$ cat src/rtl/mem_access_controller.sv
// mem_access_controller: splits 32-bit loads/stores into two 16-bit SRAM accesses and stalls the pipeline meanwhile
// Ports:
//   clk, rst (async, active-high)
//   rd_en, wr_en      load/store request; rd_en wins when both are high
//   address           byte address, word-aligned; address[18:2] selects the word
//   write_data        store data
//   read_data         load result, held until the next read completes
//   ready             1 = pipeline may advance, 0 = freeze
//   sram_addr         half-word address ({word,0} low half, {word,1} high half)
//   sram_dq_out       SRAM write data
//   sram_dq_oe        drive enable for the SRAM data bus
//   sram_dq_in        SRAM read data
//   sram_we_n         SRAM write strobe, active-low
// Optional feature: define LAST_READ_CACHE_EN to answer a repeated read of the
// last completed read address in zero cycles without touching the SRAM.
module mem_access_controller #(
    parameter int WAIT_CYCLES = 2
) (
    input  logic        clk,
    input  logic        rst,
    input  logic        rd_en,
    input  logic        wr_en,
    input  logic [31:0] address,
    input  logic [31:0] write_data,
    output logic [31:0] read_data,
    output logic        ready,
    output logic [17:0] sram_addr,
    output logic [15:0] sram_dq_out,
    output logic        sram_dq_oe,
    input  logic [15:0] sram_dq_in,
    output logic        sram_we_n
);
    typedef enum logic [1:0] {IDLE, LOW, HIGH, DONE} state_t;
    localparam logic [3:0] LAST_CNT = 4'(WAIT_CYCLES - 1);
    state_t      state;
    logic [3:0]  cnt;
    logic [16:0] word_addr;
    logic [31:0] data;
    logic        op_wr;
    logic        req;
    logic        last;
    logic        hit;
    logic        unused_addr_bits;
    assign req              = rd_en | wr_en;
    assign last             = cnt == LAST_CNT;
    assign unused_addr_bits = ^{address[31:19], address[1:0]};
    assign ready            = state == IDLE ? (hit | !req) : state == DONE;
`ifdef LAST_READ_CACHE_EN
    logic        valid;
    logic [16:0] cache_addr;
    assign hit = valid && rd_en && address[18:2] == cache_addr;
    always_ff @(posedge clk or posedge rst) begin
        if (rst) begin
            valid      <= 1'b0;
            cache_addr <= '0;
        end else if (state == IDLE && wr_en && !rd_en) begin
            valid <= 1'b0;
        end else if (state == HIGH && last && !op_wr) begin
            valid      <= 1'b1;
            cache_addr <= word_addr;
        end
    end
`else
    assign hit = 1'b0;
`endif
    // Strobe/address outputs are registered: each branch loads the values for
    // the cycle that follows the edge. we_n rises on the last cycle of each
    // half so the write completes before the address changes.
    always_ff @(posedge clk or posedge rst) begin
        if (rst) begin
            state       <= IDLE;
            cnt         <= '0;
            word_addr   <= '0;
            data        <= '0;
            op_wr       <= 1'b0;
            read_data   <= '0;
            sram_addr   <= '0;
            sram_dq_out <= '0;
            sram_dq_oe  <= 1'b0;
            sram_we_n   <= 1'b1;
        end else begin
            case (state)
                IDLE: if (req && !hit) begin
                    state       <= LOW;
                    cnt         <= '0;
                    word_addr   <= address[18:2];
                    data        <= write_data;
                    op_wr       <= !rd_en;
                    sram_addr   <= {address[18:2], 1'b0};
                    sram_dq_out <= write_data[15:0];
                    sram_dq_oe  <= !rd_en;
                    sram_we_n   <= rd_en;
                end
                LOW: if (last) begin
                    state       <= HIGH;
                    cnt         <= '0;
                    sram_addr   <= {word_addr, 1'b1};
                    sram_dq_out <= data[31:16];
                    sram_we_n   <= !op_wr;
                    if (!op_wr) read_data[15:0] <= sram_dq_in;
                end else begin
                    cnt       <= cnt + 4'd1;
                    sram_we_n <= !op_wr || (cnt + 4'd1 == LAST_CNT);
                end
                HIGH: if (last) begin
                    state       <= DONE;
                    cnt         <= '0;
                    sram_addr   <= '0;
                    sram_dq_out <= '0;
                    sram_dq_oe  <= 1'b0;
                    sram_we_n   <= 1'b1;
                    if (!op_wr) read_data[31:16] <= sram_dq_in;
                end else begin
                    cnt       <= cnt + 4'd1;
                    sram_we_n <= !op_wr || (cnt + 4'd1 == LAST_CNT);
                end
                default: state <= IDLE;
            endcase
        end
    end
endmodule

$ cat config.mk
export PLATFORM = sky130hd
export DESIGN_NAME = mem_access_controller
export DESIGN_NICKNAME = d
export VERILOG_FILES = /design/src/rtl/mem_access_controller.sv
export SDC_FILE = /design/constraint.sdc
export NUM_CORES = 1
export LEC_CHECK = 0
export ABC_AREA = 1
export ABC_CLOCK_PERIOD_IN_PS = 7200
export BUFFER_PORTS_ARGS = -buffer_cell sky130_fd_sc_hd__buf_2
export CORE_ASPECT_RATIO = 1.1
export CORE_UTILIZATION = 30
export DETAILED_ROUTE_END_ITERATION = 10
export GPL_ROUTABILITY_DRIVEN = 0
export PLACE_DENSITY = 0.48
export RECOVER_POWER = 50
export SLEW_MARGIN = 30
export SYNTH_ARGS = -nofsm -noshare
export SYNTH_HDL_FRONTEND = slang
export SYNTH_SLANG_ARGS = --single-unit
export TNS_END_PERCENT = 100
$ cat constraint.sdc
create_clock -name clk -period 7.2 [get_ports clk]
set_input_delay 0.36 -clock clk [delete_from_list [all_inputs] [get_ports clk]]
set_output_delay 0.36 -clock clk [all_outputs]
set_load 0.01 [all_outputs]
==> reports/qor.csv, run 1 <==
metric,value,unit
CTS Buf Count,9,
cell-internal power,1.522,mW
switching pwr,1.134,mW
"EDFF count, synth",0,
Rel. slew slack,-11.76,%
vias in the first global route,3689,
Ports,153,
DRC,0,
Tot Pwr,2.656,mW
core region area,0.01562,mm^2
Crit. Startpoint,state[1],
clock power share,18.2,%
hold crit path type,primary input to flip-flop,
worst hold path depth,3,
Final ANT Viol Nets,0,
Cell Rows,48,
Final Skew,8.177,ps
global-route wire length before repair,18.37,mm
final critical-path required period,2376,ps
Crit path required time,7420,ps
Worst-path clk slew,70,ps
metal3 WL,619,um
# diodes,0,
CTS tree,built,
crit share post-route,33.00,%
HPWL after detailed placement,7.788,mm
Met2 Wirelength,5.037,mm
layout overhead on the synthesized area,21.45,%
Netlist cell types,22,
Slew Limit Fails,33,
"Async S/R FF share, synth",100.0,%
failing checks,"capacitance limit, slew limit",
Sink Count,108,
RSZ-0062 raised after global routing,false,
drt total wl,11.27,mm
R2R Path Start,state[1],
post-synthesis sequential area ratio,56.60,%
Die X,122.3,um
Main synth FF type,dfrtp_1,
Power Density,457.7,mW/mm^2
Synth Instances,557,
Final TNS setup,0,ps
min-delay src,write_data[23],
Post-synth top cells,"135 x nand2_1, 115 x o21ai_0, 107 x dfrtp_1",
final setup vio count,0,
Worst Setup End Kind,flip-flop,
Die ar.,0.01643,mm^2
nets@finish,772,
peak supply drop,173.4,uV
maxcap violations,1,
Post-DP Area,0.005594,mm^2
most common cell in the netlist,nand2_1,
Initial DRT Pass Iterations,6,
post-synth top area cell,dfrtp_1,
Mean Syn Cell Area,8.576,um^2
status,"finished, violations left",
Mapped Area,0.004777,mm^2
critical path startpoint category,flip-flop,
r2r worst-path depth,6,
worst-skew pair later-pin latency,350,ps
Finished Cell Area,0.005802,mm^2
Setup CP Type,flip-flop to flip-flop,
GRT Overall Usage,14.48,%
fmax,420.9,MHz
cts repair resizes,0,
Initial Util,30.59,%
DR iter-0 viols,136,
vias per inst,4.398,
die height,134.4,um
share of cells above drive strength 1,15.77,%
maximum root-to-sink buffer count,2,
Yosys Warn Count,0,
Area contributors post-synth,"dfrtp_1 56%, o21ai_0 12%, nand2_1 11%, inv_1 7.7%, ha_1 2.1%",
Critical Path AT,2590,ps
IO Port Bufs,137,
CP Max Fanout,45,
CTS root buffer,clkbuf_16,
via count,3892,
post-synthesis net count,649,
grt ovf,0,
largest net degree at the start of global routing,78,
Fin. Hold Viols,0,
H-tree lvl count,3,
Pleak,2.885,nW
max layer used,met4,
Setup Buffers After CTS,0,
combinational group share of total power,42.5,%
Min Hold Slack,213.5,ps
sw frac,42.70,%
Seq pwr share,39.3,%
post-cts hold buffer count,0,
initial antenna violation count,0,
Synth top area share,56.05,%
"FF+latch count, synth",108,
Worst Tran Pin Value,1667,ps
WL/cell,12.73,um
WL met1,5.330,mm
[routing by layer]
layer	track usage (%)	vias to the layer above
met3	3.401	16
met4	7.453	0
li1	-	1990
met5	0	-
met1	19.11	1770
met2	21.94	116
[cell usage in the layout, fill, tap and decap left out]
cell | netlist | final
a21oi_1 | 4 | 4
buf_2 | 15 | 70
buf_4 | 1 | 1
buf_6 | 2 | 1
clkbuf_1 | 6 | 68
clkbuf_16 | 0 | 9
clkbuf_8 | 0 | 3
clkinv_2 | 0 | 1
clkinvlp_2 | 0 | 1
clkinvlp_4 | 0 | 2
dfrtp_1 | 107 | 107
dfstp_2 | 1 | 1
ha_1 | 8 | 6
ha_2 | 0 | 2
inv_1 | 98 | 97
inv_2 | 5 | 5
nand2_1 | 135 | 135
nand2_2 | 1 | 1
nand3_1 | 19 | 19
nand3_2 | 4 | 4
nand3_4 | 1 | 1
nand4_1 | 1 | 1
nor2_1 | 4 | 4
o21ai_0 | 115 | 115
o21ai_1 | 18 | 18
o21ai_2 | 6 | 6
o22ai_1 | 3 | 3
[layout make-up]
class	count	area [um^2]
Tap cell	200	250.2
Clock inverter	3	20.02
Clock buffer	13	270.3
Sequential cell	108	2704
Timing Repair Buffer	139	620.6
Inverter	103	387.9
Multi-Input combinational cell	319	1549
Fill cell	1694	9813
[registers in the layout (all words and copies together), names as in the netlist]
register / flops
op_wr: 1
sram_dq_oe: 1
sram_dq_out: 16
sram_addr: 18
read_data: 32
cnt: 4
data: 16
state: 2
sram_we_n: 1
word_addr: 17
[power by group through the flow]
| stage | sequential [mW] | combinational, mW | clock (mW) |
|---|---|---|---|
| floorplan | 1.11 | 0.771 | 0 |
| global placement | 1.04 | 1.18 | 0 |
| detailed placement | 1.04 | 1.21 | 0 |
| CTS | 1.04 | 1.20 | 0.504 |
| global route | 1.08 | 1.33 | 0.526 |
| finish | 1.04 | 1.13 | 0.485 |
[metrics by stage]
stage                     std cells  setup WS [ps]  utilization [%]
after floorplan                 557           3996                -
after global placement          869           4449            35.79
after detailed placement        869           4488            35.83
after CTS                       885           4462            37.68
after global routing            885           4508            37.16
final                           885           4824            37.16
[kinds of logic after synthesis]
logic type	synth area share [%]
and+or+nand+nor	14.38
AOI/OAI and AO/OA	15.85
buffers and inverters	11.08
adders and majority gates	2.095
DFF	56.60
[worst paths after layout]
kind                            endpoint  slack [ps]
setup reg to reg            sram_addr[9]        4820
min in group asynchronous  read_data[16]         390
max in group asynchronous   read_data[3]        5430
hold reg to reg            sram_addr[12]         490
setup / recovery            sram_addr[9]        4820
hold / removal                  data[23]         210
[critical path, cell delays in order (launching register included)]
cell and delay [ps]:
dfrtp_1 430, inv_1 100, ha_2 520, o21ai_2 140, nand3_2 380, buf_4 480
o21ai_0 140
Note: power is estimated with default switching activity, not from simulation.
==> run 2, diff against run 1 <==
ABC_CLOCK_PERIOD_IN_PS = 2100   (was 7200)
PLACE_DENSITY = 0.5   (was 0.48)
clock period = 2.1 ns   (was 7.2 ns; I/O delays follow)
==> run 2 against run 1 <==
Effect of this change: the flow now finishes without violations; core utilization rose by 1.4 points; sequential cell count did not move; cell count rose by 2.7%; register-to-register slack got worse by 4600 ps; hold slack got worse by 190 ps.
==> reports/qor.csv, run 2 (same netlist as run 1, synthesis figures left out) <==
metric,value,unit,change
Initial DRT Pass Iterations,4,,-2
Ports,153,,unchanged
maximum root-to-sink buffer count,2,,unchanged
# diodes,0,,unchanged
R2R Setup Slk,270,ps,-4550 ps
maxcap violations,0,,-1
layout overhead on the synthesized area,25.93,%,
crit-path max cell delay,430,ps,-90 ps
final critical-path required period,1827,ps,-548.7 ps
HPWL after detailed placement,7.713,mm,-0.96%
Die ar.,0.01643,mm^2,unchanged
share of cells above drive strength 1,15.23,%,-0.53 points
Die X,122.3,um,unchanged
Top reg by flops,read_data,,
Setup CP Type,flip-flop to flip-flop,,
DRC,0,,unchanged
Final ANT Viol Nets,0,,unchanged
Seq pwr share,39.1,%,-0.2 points
ordered list of cells on the worst path,inv_1 > ha_1 > nand2_1 > o21ai_0 > inv_1 > o21ai_1,,
Final TNS setup,0,ps,unchanged
Power Density,1524,mW/mm^2,+230%
Worst Tran Pin Value,1006,ps,-660.8 ps
max reg flops,32,,unchanged
FILL cells,1642,,-3.1%
status,"finished, final reports clean",,
Tot Pwr,9.170,mW,+250%
CP top delay family,compound AO/OA/AOI/OAI gates,,
Critical Path AT,2100,ps,-490 ps
RSZ-0062 raised after global routing,false,,
CTS root buffer,clkbuf_16,,
Multi-input gate area,0.001544,mm^2,-0.32%
Finished Cell Area,0.006016,mm^2,+3.7%
final setup vio count,0,,unchanged
Pleak,2.989,nW,+3.6%
Sink Count,108,,unchanged
core region area,0.01562,mm^2,unchanged
Post-DP Area,0.005659,mm^2,+1.2%
Worst-path clk slew,70,ps,about the same
via count,4035,,+3.7%
vias in the first global route,3983,,+8.0%
GRT Overall Usage,14.89,%,+0.42 points
largest net degree at the start of global routing,70,,-10%
Rel. slew slack,32.91,%,+45 points
fmax,547.4,MHz,+30%
Final Skew,5.369,ps,-2.808 ps
worst-skew pair later-pin latency,350,ps,about the same
vias per inst,4.439,,+0.94%
initial antenna violation count,0,,unchanged
switching pwr,3.896,mW,+240%
Crit path required time,2370,ps,-5050 ps
die height,134.4,um,unchanged
IO Port Bufs,137,,unchanged
sw frac,42.49,%,-0.21 points
Cell Rows,48,,unchanged
"commonest cells after routing, fill and taps aside","135 x nand2_1, 115 x o21ai_0, 107 x dfrtp_1",,
Fin. Hold Viols,0,,unchanged
hold crit path type,primary input to flip-flop,,
peak supply drop,742.1,uV,+330%
Initial Util,30.59,%,unchanged
drt total wl,11.47,mm,+1.8%
Slew Limit Fails,0,,-100%
critical path's slowest cell,dfrtp_1,,
CTS tree,built,,
"most used cell, CP",inv_1,,
CP Max Fanout,16,,-64%
cell-internal power,5.274,mW,+250%
"commonest non-fill, non-tap cell in the layout",nand2_1,,
Sequential Area,0.002704,mm^2,unchanged
global-route wire length before repair,19.04,mm,+3.7%
Crit path buffers/inverters,2,,unchanged
clock power share,17.2,%,-1.0 points
crit share post-route,87.00,%,+54 points
Worst Setup End Kind,flip-flop,,
DR iter-0 viols,175,,+29%
CTS Buf Count,9,,unchanged
biggest regs,"read_data (32), sram_addr (18), word_addr (17)",,
grt ovf,0,,unchanged
WL/cell,12.62,um,-0.89%
H-tree lvl count,3,,unchanged
critical path startpoint category,flip-flop,,
combinational group share of total power,43.6,%,+1.1 points
nets@finish,797,,+3.2%
-- run 2: worst paths after layout --
kind                          startpoint  cells after the start             end
setup reg to reg                state[0]                      6  sram_dq_out[4]
setup / recovery                state[0]                      6  sram_dq_out[4]
min in group asynchronous            rst                      3    word_addr[6]
hold / removal             sram_dq_in[0]                      3    read_data[0]
hold reg to reg             read_data[1]                      2    read_data[1]
max in group asynchronous            rst                      4  sram_dq_out[8]
-- run 2: per-stage QoR --
step	instances	setup slack, ps	util [%]	hold slack (ps)
after floorplan	557	573.9	-	226.0
after CTS	909	250.6	39.19	5.336
final	909	273.0	38.53	20.33
after global placement	875	346.0	36.24	83.29
after detailed placement	875	276.7	36.24	89.38
after global routing	909	26.39	38.53	21.66
-- run 2: metal layers --
metal / part of all wire [%] / global-route usage (%)
met4: 2.0 / 6.775
met5: 0 / 0
met2: 47 / 23.97
met3: 6.1 / 3.529
met1: 45 / 18.80
-- run 2: layout make-up --
cell class                 instances  share of cell area, %
sequential                       108                  44.95
multi-input combinational        319                  25.67
timing repair buffer             164                  14.29
inverter                         103                  6.448
clock buffer                      13                  4.326
tap                              200                  4.160
clock inverter                     2                 0.1664
-- run 2: power by group through the flow --
stage / Sequential (mW) / Combinational, mW / Clock, mW
2_1_floorplan: 3.82 / 2.64 / 0
3_3_place_gp: 3.56 / 4.12 / 0
3_5_place_dp: 3.58 / 4.21 / 0
4_1_cts: 3.57 / 4.23 / 1.66
5_1_grt: 3.72 / 4.67 / 1.72
6_report: 3.59 / 4.00 / 1.58
-- run 2: worst reg2reg max path: stages (launching register included) --
cell and delay (ps):
dfrtp_1 430, inv_1 90, ha_1 380, nand2_1 330
o21ai_0 310, inv_1 80, o21ai_1 140
-- run 2: what timing repair did --
item                                   CTS  global route
gates resized for setup                  0             0
buffers inserted                         0             0
endpoints found under the hold margin   28             0
hold buffers                            19             0
